### src/rtl/mult_pkg.sv
// Shared types and helpers for the sequential and combinational multipliers.
//   state_e       : sequencer FSM states
//   DEFAULT_WIDTH : default operand width
//   twos_neg()    : two's-complement negate of a value up to MAX_PW bits.
//                   Callers zero-extend into MAX_PW bits and truncate the result back.
package mult_pkg;

  localparam int unsigned DEFAULT_WIDTH = 32;
  localparam int unsigned MAX_PW        = 128;

  typedef enum logic [1:0] {
    IDLE = 2'd0,
    RUN  = 2'd1,
    FIX  = 2'd2,
    DONE = 2'd3
  } state_e;

  // Low-order bits of the result are the correct negation at any narrower width.
  function automatic logic [MAX_PW-1:0] twos_neg(input logic [MAX_PW-1:0] x);
    return ~x + MAX_PW'(1);
  endfunction

endpackage

### src/rtl/mult_sequencer_if.sv
// Operand/product handshake bundle for mult_sequencer.
//   in_valid/in_ready/a/b           : operand channel
//   out_valid/out_ready/product     : result channel
//   busy                            : block is not idle
// master = producer/consumer side, slave = multiplier side.
interface mult_sequencer_if
  import mult_pkg::*;
#(
  parameter int unsigned WIDTH = DEFAULT_WIDTH
) ();

  logic                 in_valid;
  logic                 in_ready;
  logic [WIDTH-1:0]     a;
  logic [WIDTH-1:0]     b;
  logic                 out_valid;
  logic                 out_ready;
  logic [2*WIDTH-1:0]   product;
  logic                 busy;

  modport master (
    output in_valid, a, b, out_ready,
    input  in_ready, out_valid, product, busy
  );

  modport slave (
    input  in_valid, a, b, out_ready,
    output in_ready, out_valid, product, busy
  );

endinterface

### src/rtl/mult_step.sv
// One shift-add step: acc_next = bit_in ? acc + (a_ext << sh) : acc, modulo 2^(2*WIDTH).
//   acc, a_ext : 2*WIDTH-bit accumulator and sign-extended multiplicand
//   sh         : shift amount (current multiplier bit index)
//   bit_in     : current multiplier magnitude bit
//   acc_next   : updated accumulator
module mult_step #(
  parameter int unsigned WIDTH = 32
) (
  input  logic [2*WIDTH-1:0]                        acc,
  input  logic [2*WIDTH-1:0]                        a_ext,
  input  logic [((WIDTH > 1) ? $clog2(WIDTH) : 1)-1:0] sh,
  input  logic                                      bit_in,
  output logic [2*WIDTH-1:0]                        acc_next
);

  assign acc_next = bit_in ? (acc + (a_ext << sh)) : acc;

endmodule

### src/rtl/mult_sequencer.sv
// Multi-cycle signed multiplier: accepts a WIDTHxWIDTH operand pair, runs WIDTH
// shift-add steps on |b| through one shared mult_step, fixes the sign, then
// presents the 2*WIDTH-bit product until the consumer takes it.
//   clk, rst_n : clock, synchronous active-low reset
//   bus        : mult_sequencer_if.slave (operand and product handshakes, busy)
// WIDTH must be in 2..64 (twos_neg helper works on up to 128 bits).
module mult_sequencer
  import mult_pkg::*;
#(
  parameter int unsigned WIDTH = DEFAULT_WIDTH
) (
  input  logic             clk,
  input  logic             rst_n,
  mult_sequencer_if.slave  bus
);

  localparam int unsigned PW = 2 * WIDTH;
  localparam int unsigned CW = (WIDTH > 1) ? $clog2(WIDTH) : 1;

  state_e          state_q, state_d;
  logic [PW-1:0]   acc_q, acc_d;
  logic [PW-1:0]   a_ext_q;
  logic [WIDTH-1:0] mag_q;
  logic            neg_q;
  logic [CW-1:0]   cnt_q, cnt_d;
  logic            load;
  logic [PW-1:0]   step_acc;
  logic [WIDTH-1:0] b_mag;
  logic            in_ready_q, out_valid_q, busy_q;

  // |b| fits in WIDTH unsigned bits, including the most negative value.
  assign b_mag = bus.b[WIDTH-1] ? (~bus.b + WIDTH'(1)) : bus.b;

  mult_step #(.WIDTH(WIDTH)) u_step (
    .acc      (acc_q),
    .a_ext    (a_ext_q),
    .sh       (cnt_q),
    .bit_in   (mag_q[cnt_q]),
    .acc_next (step_acc)
  );

  // Next-state and datapath control.
  always_comb begin
    state_d = state_q;
    acc_d   = acc_q;
    cnt_d   = cnt_q;
    load    = 1'b0;
    case (state_q)
      IDLE: begin
        if (bus.in_valid) begin
          load    = 1'b1;
          acc_d   = '0;
          cnt_d   = '0;
          state_d = RUN;
        end
      end
      RUN: begin
        acc_d = step_acc;
        cnt_d = cnt_q + CW'(1);
        if (cnt_q == CW'(WIDTH - 1)) state_d = FIX;
      end
      FIX: begin
        if (neg_q) acc_d = PW'(twos_neg(MAX_PW'(acc_q)));
        state_d = DONE;
      end
      DONE: begin
        if (bus.out_ready) state_d = IDLE;
      end
    endcase
  end

  // State, accumulator and counter.
  always_ff @(posedge clk) begin
    if (!rst_n) begin
      state_q <= IDLE;
      acc_q   <= '0;
      cnt_q   <= '0;
    end else begin
      state_q <= state_d;
      acc_q   <= acc_d;
      cnt_q   <= cnt_d;
    end
  end

  // Operands captured only on the accepting edge.
  always_ff @(posedge clk) begin
    if (!rst_n) begin
      a_ext_q <= '0;
      mag_q   <= '0;
      neg_q   <= 1'b0;
    end else if (load) begin
      a_ext_q <= {{WIDTH{bus.a[WIDTH-1]}}, bus.a};
      mag_q   <= b_mag;
      neg_q   <= bus.b[WIDTH-1];
    end
  end

  // Handshake outputs registered from the next state so they align with state_q.
  always_ff @(posedge clk) begin
    if (!rst_n) begin
      in_ready_q  <= 1'b1;
      out_valid_q <= 1'b0;
      busy_q      <= 1'b0;
    end else begin
      in_ready_q  <= (state_d == IDLE);
      out_valid_q <= (state_d == DONE);
      busy_q      <= (state_d != IDLE);
    end
  end

  assign bus.in_ready  = in_ready_q;
  assign bus.out_valid = out_valid_q;
  assign bus.busy      = busy_q;
  assign bus.product   = acc_q;

endmodule

### src/flat_wrapper.sv
// flat-port wrapper written by rule: the top's interface ports become plain ports
module mult_sequencer_flat import mult_pkg::*;
#(
  parameter int unsigned WIDTH = DEFAULT_WIDTH
)
  (clk, rst_n, bus_in_valid, bus_a, bus_b, bus_out_ready, bus_in_ready, bus_out_valid, bus_product, bus_busy);
  mult_sequencer_if #(.WIDTH(WIDTH)) bus_i ();
  input  logic clk;
  input  logic rst_n;
  input wire logic [$bits(bus_i.in_valid)-1:0] bus_in_valid;
  input wire logic [$bits(bus_i.a)-1:0] bus_a;
  input wire logic [$bits(bus_i.b)-1:0] bus_b;
  input wire logic [$bits(bus_i.out_ready)-1:0] bus_out_ready;
  output wire logic [$bits(bus_i.in_ready)-1:0] bus_in_ready;
  output wire logic [$bits(bus_i.out_valid)-1:0] bus_out_valid;
  output wire logic [$bits(bus_i.product)-1:0] bus_product;
  output wire logic [$bits(bus_i.busy)-1:0] bus_busy;
  assign bus_i.in_valid = bus_in_valid;
  assign bus_i.a = bus_a;
  assign bus_i.b = bus_b;
  assign bus_i.out_ready = bus_out_ready;
  assign bus_in_ready = bus_i.in_ready;
  assign bus_out_valid = bus_i.out_valid;
  assign bus_product = bus_i.product;
  assign bus_busy = bus_i.busy;
  mult_sequencer #(.WIDTH(WIDTH)) u_core (.clk(clk), .rst_n(rst_n), .bus(bus_i));
endmodule
### config.mk
export PLATFORM = sky130hd
export DESIGN_NAME = mult_sequencer_flat
export DESIGN_NICKNAME = d
export VERILOG_FILES = /design/src/rtl/mult_pkg.sv /design/src/rtl/mult_sequencer_if.sv /design/src/rtl/mult_step.sv /design/src/rtl/mult_sequencer.sv /design/src/flat_wrapper.sv
export SDC_FILE = /design/constraint.sdc
export NUM_CORES = 1
export LEC_CHECK = 0
export CAP_MARGIN = 20
export CORE_MARGIN = 2
export CORE_UTILIZATION = 55
export CTS_BUF_LIST = sky130_fd_sc_hd__clkbuf_16
export DETAILED_ROUTE_END_ITERATION = 7
export PLACE_DENSITY = 0.86
export SETUP_SLACK_MARGIN = 0.4
export SKIP_LAST_GASP = 1
export SLEW_MARGIN = 10
export SYNTH_ARGS = -nofsm -noshare
export SYNTH_HDL_FRONTEND = slang
export SYNTH_SLANG_ARGS = --single-unit
### constraint.sdc
create_clock -name clk -period 8 [get_ports clk]
set_input_delay 0.8 -clock clk [delete_from_list [all_inputs] [get_ports clk]]
set_output_delay 0.8 -clock clk [all_outputs]
set_load 0.05 [all_outputs]
* Word-level counts from Yosys, hierarchy flattened
Index checks and enable logic that the tools add are counted.
** Cells by class
- $add $sub $neg :: 4
- $lt $le $gt $ge :: 1
- Equal/unequal tests :: 8
- Shifts and indexed selects :: 1
- Muxes and demuxes :: 15
- Bitwise gates (word level) :: 2
- Reductions and logical operators :: 7
** Operators with widths (count)
- 64-bit two-way mux :: 3
- 64-bit one-hot mux with 3 select lines :: 1
- 64-bit by 1-bit adder with 64-bit output (second input constant) :: 1
- 64-bit adder :: 1
- 64-bit inverter :: 1
- 64-bit by 5-bit << shifter with 64-bit output :: 1
- 32-bit by 1-bit adder with 32-bit output (second input constant) :: 1
- 32-bit two-way mux :: 1
- 32-bit inverter :: 1
- 5-bit one-hot mux with 2 select lines :: 1
- 2-bit one-hot mux with 4 select lines :: 1
- 2-bit == test (second input constant) :: 3
- 5-bit by 6-bit < comparator with 1-bit output (second input constant) :: 1
- 2-bit two-way mux :: 3
- 5-bit by 1-bit adder with 5-bit output (second input constant) :: 1
- 1-bit binary-select mux with 5-bit select :: 1
- 5-bit == test (second input constant) :: 1
- 5-bit two-way mux :: 1
- 2-bit zero test :: 2
- 2-bit != test (second input constant) :: 2
- 4-bit AND reduction :: 1
- 2-bit nonzero test :: 2
- 1-bit two-way mux :: 3
- 3-bit nonzero test :: 1
- other kinds (3) :: 3
** Storage, ports and cells
- Bits in registers :: 139
- Input port bits :: 68
- Output and inout port bits :: 67
- Logic and storage cells :: 47

* Depth between registers and ports, before layout
Gate-level depths: netlist (run 1).
- Word-level depth :: 4
- Gate-level depth with buffers :: 23
- Gate-level depth less buffers :: 19

* Hierarchy
A second synthesis (run 1) with hierarchy kept.
** Second synthesis, totals
- Cell total of the unflattened synthesis :: 2074
- Area total of the unflattened synthesis :: 15691.3 sq um
** By module, submodules not included
- mult_step :: instances 1, cells each 1100, area each 7981.4 sq um, sequential area each 0.0 sq um
- mult_sequencer :: instances 1, cells each 974, area each 7709.9 sq um, sequential area each 2782.7 sq um

* Least setup slack after synthesis (run 1)
No wires, ideal clock.
- Path kind :: reg2reg
- Start :: register u_core.cnt_q[0]
- End :: register u_core.acc_q[63], in the netlist u_core.bus.product[63]
- Setup time :: 0.074 ns
- Arrival time :: 4.957 ns
- Required time :: 7.926 ns
- Path slack :: 2.969 ns
- Cell stages (with the launch flop) :: 19
- Path buffers :: 3
- Clock period less this slack :: 5.031 ns
- Cells stage by stage :: dfxtp_1 buf_4 buf_1 mux4_2 mux2_2 mux2i_1 mux2i_1 ha_1 clkbuf_1 nand4_1 nor4_1 nand2_1 or4_1 o311ai_1 nor2_1 o311ai_0 a21oi_1 a2111o_1 a31oi_1
** Between the ends
- Word-level cells in the longest chain between the ends :: 4
- Elaborated cells on any way between the ends :: 8
- Classes of those cells :: add/sub: 1; eq/ne: 1; shift: 1; mux: 4; reduce/logical: 1
** Ends and longest elaborated chain
- from (decl) :: line mult_sequencer.sv:25 : logic [CW-1:0] cnt_q, cnt_d;
- from (signal assigned) :: line mult_sequencer.sv:81 : cnt_q <= cnt_d;
- 64-bit by 5-bit << shifter with 64-bit output / 1-bit binary-select mux with 5-bit select (equally long branches) :: line mult_step.sv:16, mult_sequencer.sv:38
- 64-bit adder / 1-bit two-way mux (equally long branches) :: line mult_step.sv:16, mult_sequencer.sv:38
- 64-bit two-way mux / 2-bit != test (equally long branches)
- 64-bit one-hot mux with 3 select lines / 4-bit AND reduction (equally long branches)
- to (signal assigned) :: line mult_sequencer.sv:76 : acc_q <= '0;
- to (signal assigned) :: line mult_sequencer.sv:80 : acc_q <= acc_d;
- to (decl) :: line mult_sequencer.sv:21 : logic [PW-1:0] acc_q, acc_d;
Parallel ways exist; a longest one is shown, timed or not. The select of a mux whose other input is x is not followed.
A chain may end at the register's enable or synchronous reset.

* Final worst setup path (run 1)
Same ends and word-level chain as after synthesis.

==> out/qor.yml, run 1 <==
power:
  ir_drop_mv: 0.156
  leakagePower_nw: 6.33
  p_per_area_mw_per_mm2: 262
  power_mw: 4.02
timing:
  rsz0062_at_grt: "no"
  drv_slew: 0
  fin_hold_ws_ns: 0.455
  period_share_pct: 73.0
  hold_violations: 0
  fmax_ghz: 0.171
  tightest_slew_ns: 1.06
  worst_clock_skew_ns: 0.0162
  period_minus_slack_ns: 5.84
  relSlewSlack_pct: 28.7
  setup_tns_ns: 0
  finalSetupViolations: 0
setup_path:
  required_ns: 8.37
  cp-startpoint: "u_core.cnt_q[0]"
  r2r_slack_ns: 2.16
  worst_ep_arrival_time_ns: 6.21
  crit_type: "flop to flop"
  reg2reg_depth: 18
  r2r_start: "u_core.cnt_q[0]"
  worst_setup_path_end_kind: "flop"
  path_max_fanout: 39
  crit_path_start_kind: "flop"
  r2r-end: "u_core.bus.product[63]"
cells_and_area:
  fin_cells: 2234
  drive_gt1_share_pct: 6.27
  finish.utilization_pct: 65.1
  area_growth_syn_to_layout_pct: 15.5
  nets: 2042
  diodes: 0
synth:
  synth_seq_cells: 139
  yosysWarningCount: 0
  synth_ff_type: "dfxtp_1"
  yosysUniqueCellTypes: 83
  synth_area_mm2: 0.0133
  ys_seq_area_share_pct: 20.9
  mappedNetlistNets: 1986
  synth_edf_count: 0
  synthCells: 1846
  async_reset_ff_share_pct: 0
  postSynthAreaPerCell_um2: 7.21
hold_path:
  hold_depth: 2
  worstHoldStart: "u_core.mag_q[22]"
  hp-class: "flop to flop"
  min_to: "u_core.mag_q[22]"
detailed_routing:
  ant_nets: 0
  vias_per_cell: 6.61
  drt_pre_antenna_iters: 7
  drt_iter0_drc: 1964
  wl_mm: 47.1
  drcViolationCount: 0
  wl_per_cell_um: 21.1
  vias: 14800
global_routing:
  antenna_found_initial: 0
  grt_pass1_wl_mm: 73.6
  grt_pass1_vias: 13300
  grt_busiest_layer: "met2"
  use_met3_pct: 5.57
  met1_usage_pct: 50.2
  grt_use_total_pct: 35.7
  grt-ovfl-total: 0
  grt_max_degree: 87
  use_met2_pct: 55.0
floorplan:
  die_area_mm2: 0.0254
  die_h_um: 160
  io-pin-count: 135
  num_rows: 56
  core_mm2: 0.0236
  start_util_pct: 56.3
  die_width_um: 160
cts:
  postCtsHoldBufs: 0
  ctsResizeCount: 0
  cts_setup_buffers: 0
  clock_path_buffers: 2
  cts-htree-levels: 4
  cts.sinks: 139
  root_buffer: "clkbuf_16"
  clk_pin_slew_worst_paths_ns: 0.08
  cts_tree: "done"
  clk_latency_ns: 0.45
  cts_buffers: 17
placement:
  hpwlAfterDp_mm: 35.2
  place_inst: 2201
  io_buffers: 134
  routabilityCongestion: 1.03
run:
  cap_violations: 0
outcome:
  status: "finished clean"
[state kept, by name (all words and copies together) (netlist names)]
signal / cells
u_core.bus.product: 64
u_core.a_ext_q: 32
u_core.mag_q: 32
u_core.cnt_q: 5
u_core.state_q: 2
u_core.bus.busy: 1
u_core.bus.in_ready: 1
u_core.bus.out_valid: 1
u_core.neg_q: 1
[worst max-delay path by stage]
stage                        endpoint  slack [ns]  cells after the start
6_report       u_core.bus.product[63]        2.16                     18
5_1_grt        u_core.bus.product[63]        1.67                     18
4_1_cts        u_core.bus.product[63]        2.29                     17
3_5_place_dp   u_core.bus.product[63]        2.44                     18
3_3_place_gp   u_core.bus.product[39]        2.53                     18
2_1_floorplan  u_core.bus.product[63]        2.97                     18
[through the flow]
stage / setup slack, ns / area (µm²)
4_1_cts: 2.29 / 15300
5_1_grt: 1.67 / 15400
3_3_place_gp: 2.53 / 14700
2_1_floorplan: 2.97 / 13300
6_report: 2.16 / 15400
3_5_place_dp: 2.44 / 14700
[cell usage in the layout (no fill, tap or decap), types with 16 or more instances in the layout]
cell	n
a21oi_1	188
clkbuf_16	17
clkdlybuf4s50_1	134
a211oi_1	37
a31oi_1	16
or3_1	25
nor3_1	44
a21o_1	43
inv_1	36
nand4_1	21
xnor2_1	54
a22oi_1	19
xor2_1	45
nand2_1	265
nor2_1	168
nand3_1	39
buf_4	16
and3_1	24
dfxtp_1	137
o22ai_1	16
mux4_2	24
o21ai_0	165
ha_1	71
mux2i_1	46
[metal layers]
metal	vias to the layer above	wire, µm
li1	6881	-
met1	6872	20200
met2	900	20600
met3	117	4630
met4	0	1600
met5	-	0
[critical path, cell delays in order (launching register included)]
cell and delay, ns:
dfxtp_2 0.89, inv_1 0.41, a211oi_1 0.26, a21oi_1 0.10
nand2_1 0.10, nand2_1 0.05, o21ai_0 0.41, mux2i_1 0.26
ha_1 0.46, nand2_1 0.15, nor4_1 0.46, nand2_1 0.12
or4_1 0.40, o311ai_1 0.19, nor2_1 0.22, o311ai_0 0.53
a21oi_1 0.16, a2111o_1 0.41, a31oi_1 0.16
[cell type report]
| type | instances | area (µm²) |
|---|---|---|
| clock inverter | 15 | 191 |
| timing repair buffer | 152 | 1490 |
| tap | 319 | 399 |
| clock buffer | 17 | 425 |
| inverter | 42 | 159 |
| fill | 2071 | 8250 |
| multi-input combinational | 1550 | 9910 |
| sequential | 139 | 2790 |
[where the power goes]
| part | internal [mW] | leakage [nW] | switching [mW] |
|---|---|---|---|
| clock network | 0.425 | 0.297 | 0.414 |
| registers | 0.799 | 1.13 | 0.137 |
| logic | 0.758 | 4.90 | 1.49 |
| total | 1.98 | 6.33 | 2.04 |
[logic make-up (layout without fill, tap and decap cells)]
kind of cell	count (synthesis)	count (layout)	synth area share, %
fa+ha+maj	72	72	6.83
simple gates	701	701	25.1
xor+xnor	99	99	6.52
buf+inv	157	226	4.57
compound gates	594	594	27.4
mux	84	84	8.71
flops	139	139	20.9
[Yosys cell counts (all sizes together) (11+ instances only)]
cell	count	share of area [%]
or2	15	0.71
a31oi	16	0.75
o31ai	13	0.73
a21o	43	2.4
and2	14	0.66
o22ai	16	0.75
or4	14	0.87
or3	26	1.3
nor2	168	4.7
inv	38	1.1
dfxtp	139	21
mux2	14	1.2
clkbuf	84	2.4
o21ai	166	6.2
ha	71	6.7
xnor2	54	3.6
buf	31	1.0
nor3	47	1.9
nand3	41	1.6
xor2	45	3.0
mux4	24	4.1
a22oi	19	1.1
a211oi	37	2.1
nand4	21	0.99
nand2	265	7.5
nor2b	15	0.71
mux2i	46	3.5
nand2b	14	0.66
nor4	11	0.63
and3	24	1.1
a21oi	188	7.1
(Power assumes the default switching activity.)
==> run 2: changes to the inputs <==
CORE_UTILIZATION = 53   (was 55)
clock period = 4.74 ns   (was 8 ns; I/O delays follow)
==> run 2 against run 1 <==
Effect of this change: the flow now finishes with violations (DRC); via count up 6.9%; first-iteration DRC count up 26%; setup slack worse by 2.1 ns; wire length up 6.2%; cell area up 11%; power up 84%; critical path type unchanged; hold slack worse by 0.0023 ns; highest routed layer unchanged; critical endpoint unchanged; die area up 3.7%.
==> out/qor.yml, run 2 (synthesized netlist as in run 1, its figures left out) <==
setup_path:
  path_max_fanout: 11  # -72%
  required_ns: 5.11  # -3.26 ns
  crit_type: "flop to flop"
  cpMaxStageDelayCell: "dfxtp_4"
  r2r_slack_ns: 0.08  # -2.08 ns
  r2r-end: "u_core.bus.product[63]"
  cp-startpoint: "u_core.cnt_q[1]"
  crit_path_start_kind: "flop"
  r2r_start: "u_core.cnt_q[1]"
  reg2reg_depth: 21  # +3
  path_cells: "buf_12, mux2i_4, nand2_1, o21ai_1, mux2i_1, a21oi_1, mux2i_1, ha_1, nand4_1, nor4_4, buf_4, buf_4, and2_1, a221oi_2, o311ai_4, buf_6, nor2_4, o311ai_4, and3_1, a2111o_1, a31oi_1"
  critPathMaxStageDelay_ns: 0.43  # -0.46 ns
  worst_ep_arrival_time_ns: 5.03  # -1.18 ns
  crit_end: "u_core.bus.product[63]"
  worst_setup_path_end_kind: "flop"
floorplan:
  die_area_mm2: 0.0264  # +3.7%
  core_mm2: 0.0245  # +3.6%
  num_rows: 57  # +1.8%
  io-pin-count: 135  # unchanged
  start_util_pct: 54.4  # -2.0 points
  die_h_um: 162  # +1.8%
  die_width_um: 162  # +1.8%
detailed_routing:
  drt_pre_antenna_iters: 8  # +1
  wl_mm: 50.0  # +6.2%
  vias: 15800  # +6.9%
  ant_nets: 0  # unchanged
  wl_per_cell_um: 21.2  # +0.68%
  vias_per_cell: 6.70  # +1.3%
  drt_iter0_drc: 2478  # +26%
  drcViolationCount: 11  # +11
timing:
  period_minus_slack_ns: 4.66  # -1.18 ns
  relSlewSlack_pct: 31.5  # +2.8 points
  hold_violations: 0  # unchanged
  rsz0062_at_grt: "yes"
  drv_slew: 0  # unchanged
  period_share_pct: 98.2  # +25 points
  fin_ws_ns: 0.0844  # -2.08 ns
  finalSetupViolations: 0  # unchanged
  worst_clock_skew_ns: 0.0211  # +0.00486 ns
  fmax_ghz: 0.215  # +25%
  tightest_slew_ns: 1.02  # -0.0355 ns
power:
  leakagePower_nw: 7.09  # +12%
  ir_drop_mv: 0.309  # +98%
  p_per_area_mw_per_mm2: 432  # +65%
cts:
  cts_buffers: 17  # unchanged
  clock_path_buffers: 2  # unchanged
  postCtsHoldBufs: 0  # unchanged
  cts-htree-levels: 4  # unchanged
  clk_pin_slew_worst_paths_ns: 0.09  # about the same
  cts_tree: "done"
  root_buffer: "clkbuf_16"
  cts.sinks: 139  # unchanged
  clk_latency_ns: 0.45  # about the same
outcome:
  status: "finished, violations left"
  violations: "DRC"
cells_and_area:
  final_common_cell: "nand2_1"
  largest_reg_flops: 64  # unchanged
  final_cell_area_mm2: 0.0171  # +11%
  drive_gt1_share_pct: 17.5  # +11 points
  area_growth_syn_to_layout_pct: 28.4
  diodes: 0  # unchanged
  layout_common_cells: "nand2_1, a21oi_1, nor2_1"
  nets: 2159  # +5.7%
run:
  cap_violations: 0  # unchanged
hold_path:
  hp-class: "flop to flop"
placement:
  io_buffers: 134  # unchanged
  hpwlAfterDp_mm: 35.4  # +0.53%
  placed_area_mm2: 0.0153  # +3.9%
  routabilityCongestion: 1.10  # +7.3%
  pre_cts_slack_ns: -0.173  # -2.61 ns
global_routing:
  grt_pass1_vias: 14000  # +4.9%
  grt_use_total_pct: 35.0  # -0.68 points
  antenna_found_initial: 0  # unchanged
  grt_max_degree: 90  # +3.4%
  grt-ovfl-total: 0  # unchanged
  grt_pass1_wl_mm: 74.2  # +0.92%
-- run 2: cell count changes in the layout (fill, tap and decap cells not counted), moves of 19 or more --
cell | before | now
buf_4 | 16 | 119
o21ai_0 | 165 | 125
mux2i_1 | 46 | 22
a21oi_1 | 188 | 165
o21ai_1 | 1 | 24
a21oi_2 | 0 | 19
-- run 2: final cells by class --
| cell class | instances | area [µm²] |
|---|---|---|
| clock buffer | 17 | 425 |
| timing repair buffer | 269 | 2450 |
| multi-input combinational | 1550 | 10600 |
| fill | 1927 | 7380 |
| clock inverter | 15 | 191 |
| tap | 324 | 405 |
| sequential | 139 | 2790 |
| inverter | 42 | 165 |
-- run 2: per-stage QoR --
stage / TNS (ns) / power (mW) / instances / hold WS, ns / util [%]
global route: 0 / 7.71 / 2356 / 0.472 / 69.8
floorplan: 0 / 4.16 / 1846 / 0.429 / -
finish: 0 / 7.38 / 2356 / 0.452 / 69.8
global placement: -0.295 / 5.31 / 2279 / 0.436 / 62.6
CTS: 0 / 6.87 / 2325 / 0.453 / 66.1
detailed placement: -0.361 / 5.39 / 2279 / 0.443 / 62.6
-- run 2: power by group --
part / leakage [nW] / switching (mW) / internal [mW] / total [mW]
Clock: 0.301 / 0.711 / 0.724 / 1.44
Sequential: 1.13 / 0.200 / 1.35 / 1.55
Combinational: 5.65 / 2.75 / 1.65 / 4.40
Total: 7.09 / 3.66 / 3.72 / 7.38
-- run 2: worst max-delay path: cells and delay by family, from the launching register on --
family	cells	cell delay [ns]
and+or+nand+nor	6	0.86
DFF	1	0.43
buffers and inverters	4	0.62
muxes	3	0.68
adders and majority gates	1	0.35
AOI/OAI and AO/OA	7	1.61
-- run 2: per-layer routing --
layer	routed length [µm]	part of all wire (%)	vias to the layer above	track usage, %
li1	-	-	7127	-
met1	19700	39	7316	47.3
met2	22400	45	1112	57.1
met3	5430	11	228	5.09
met4	2410	4.8	0	12.3
met5	0	0	-	0
-- run 2: how the worst min path moves through the flow --
stage	cells past startpoint	endpoint	start	slack, ns
global route	2	u_core.mag_q[31]	u_core.mag_q[31]	0.47
floorplan	2	u_core.mag_q[12]	u_core.mag_q[12]	0.43
CTS	2	u_core.mag_q[22]	u_core.mag_q[22]	0.45
finish	2	u_core.mag_q[22]	u_core.mag_q[22]	0.45
global placement	2	u_core.mag_q[22]	u_core.mag_q[22]	0.44
detailed placement	2	u_core.mag_q[22]	u_core.mag_q[22]	0.44
-- run 2: repair_timing --
action	CTS	global route
pin swaps	11	49
setup endpoints to repair	23	37
gates cloned	0	1
resized for setup	47	167
buffers inserted	14	30
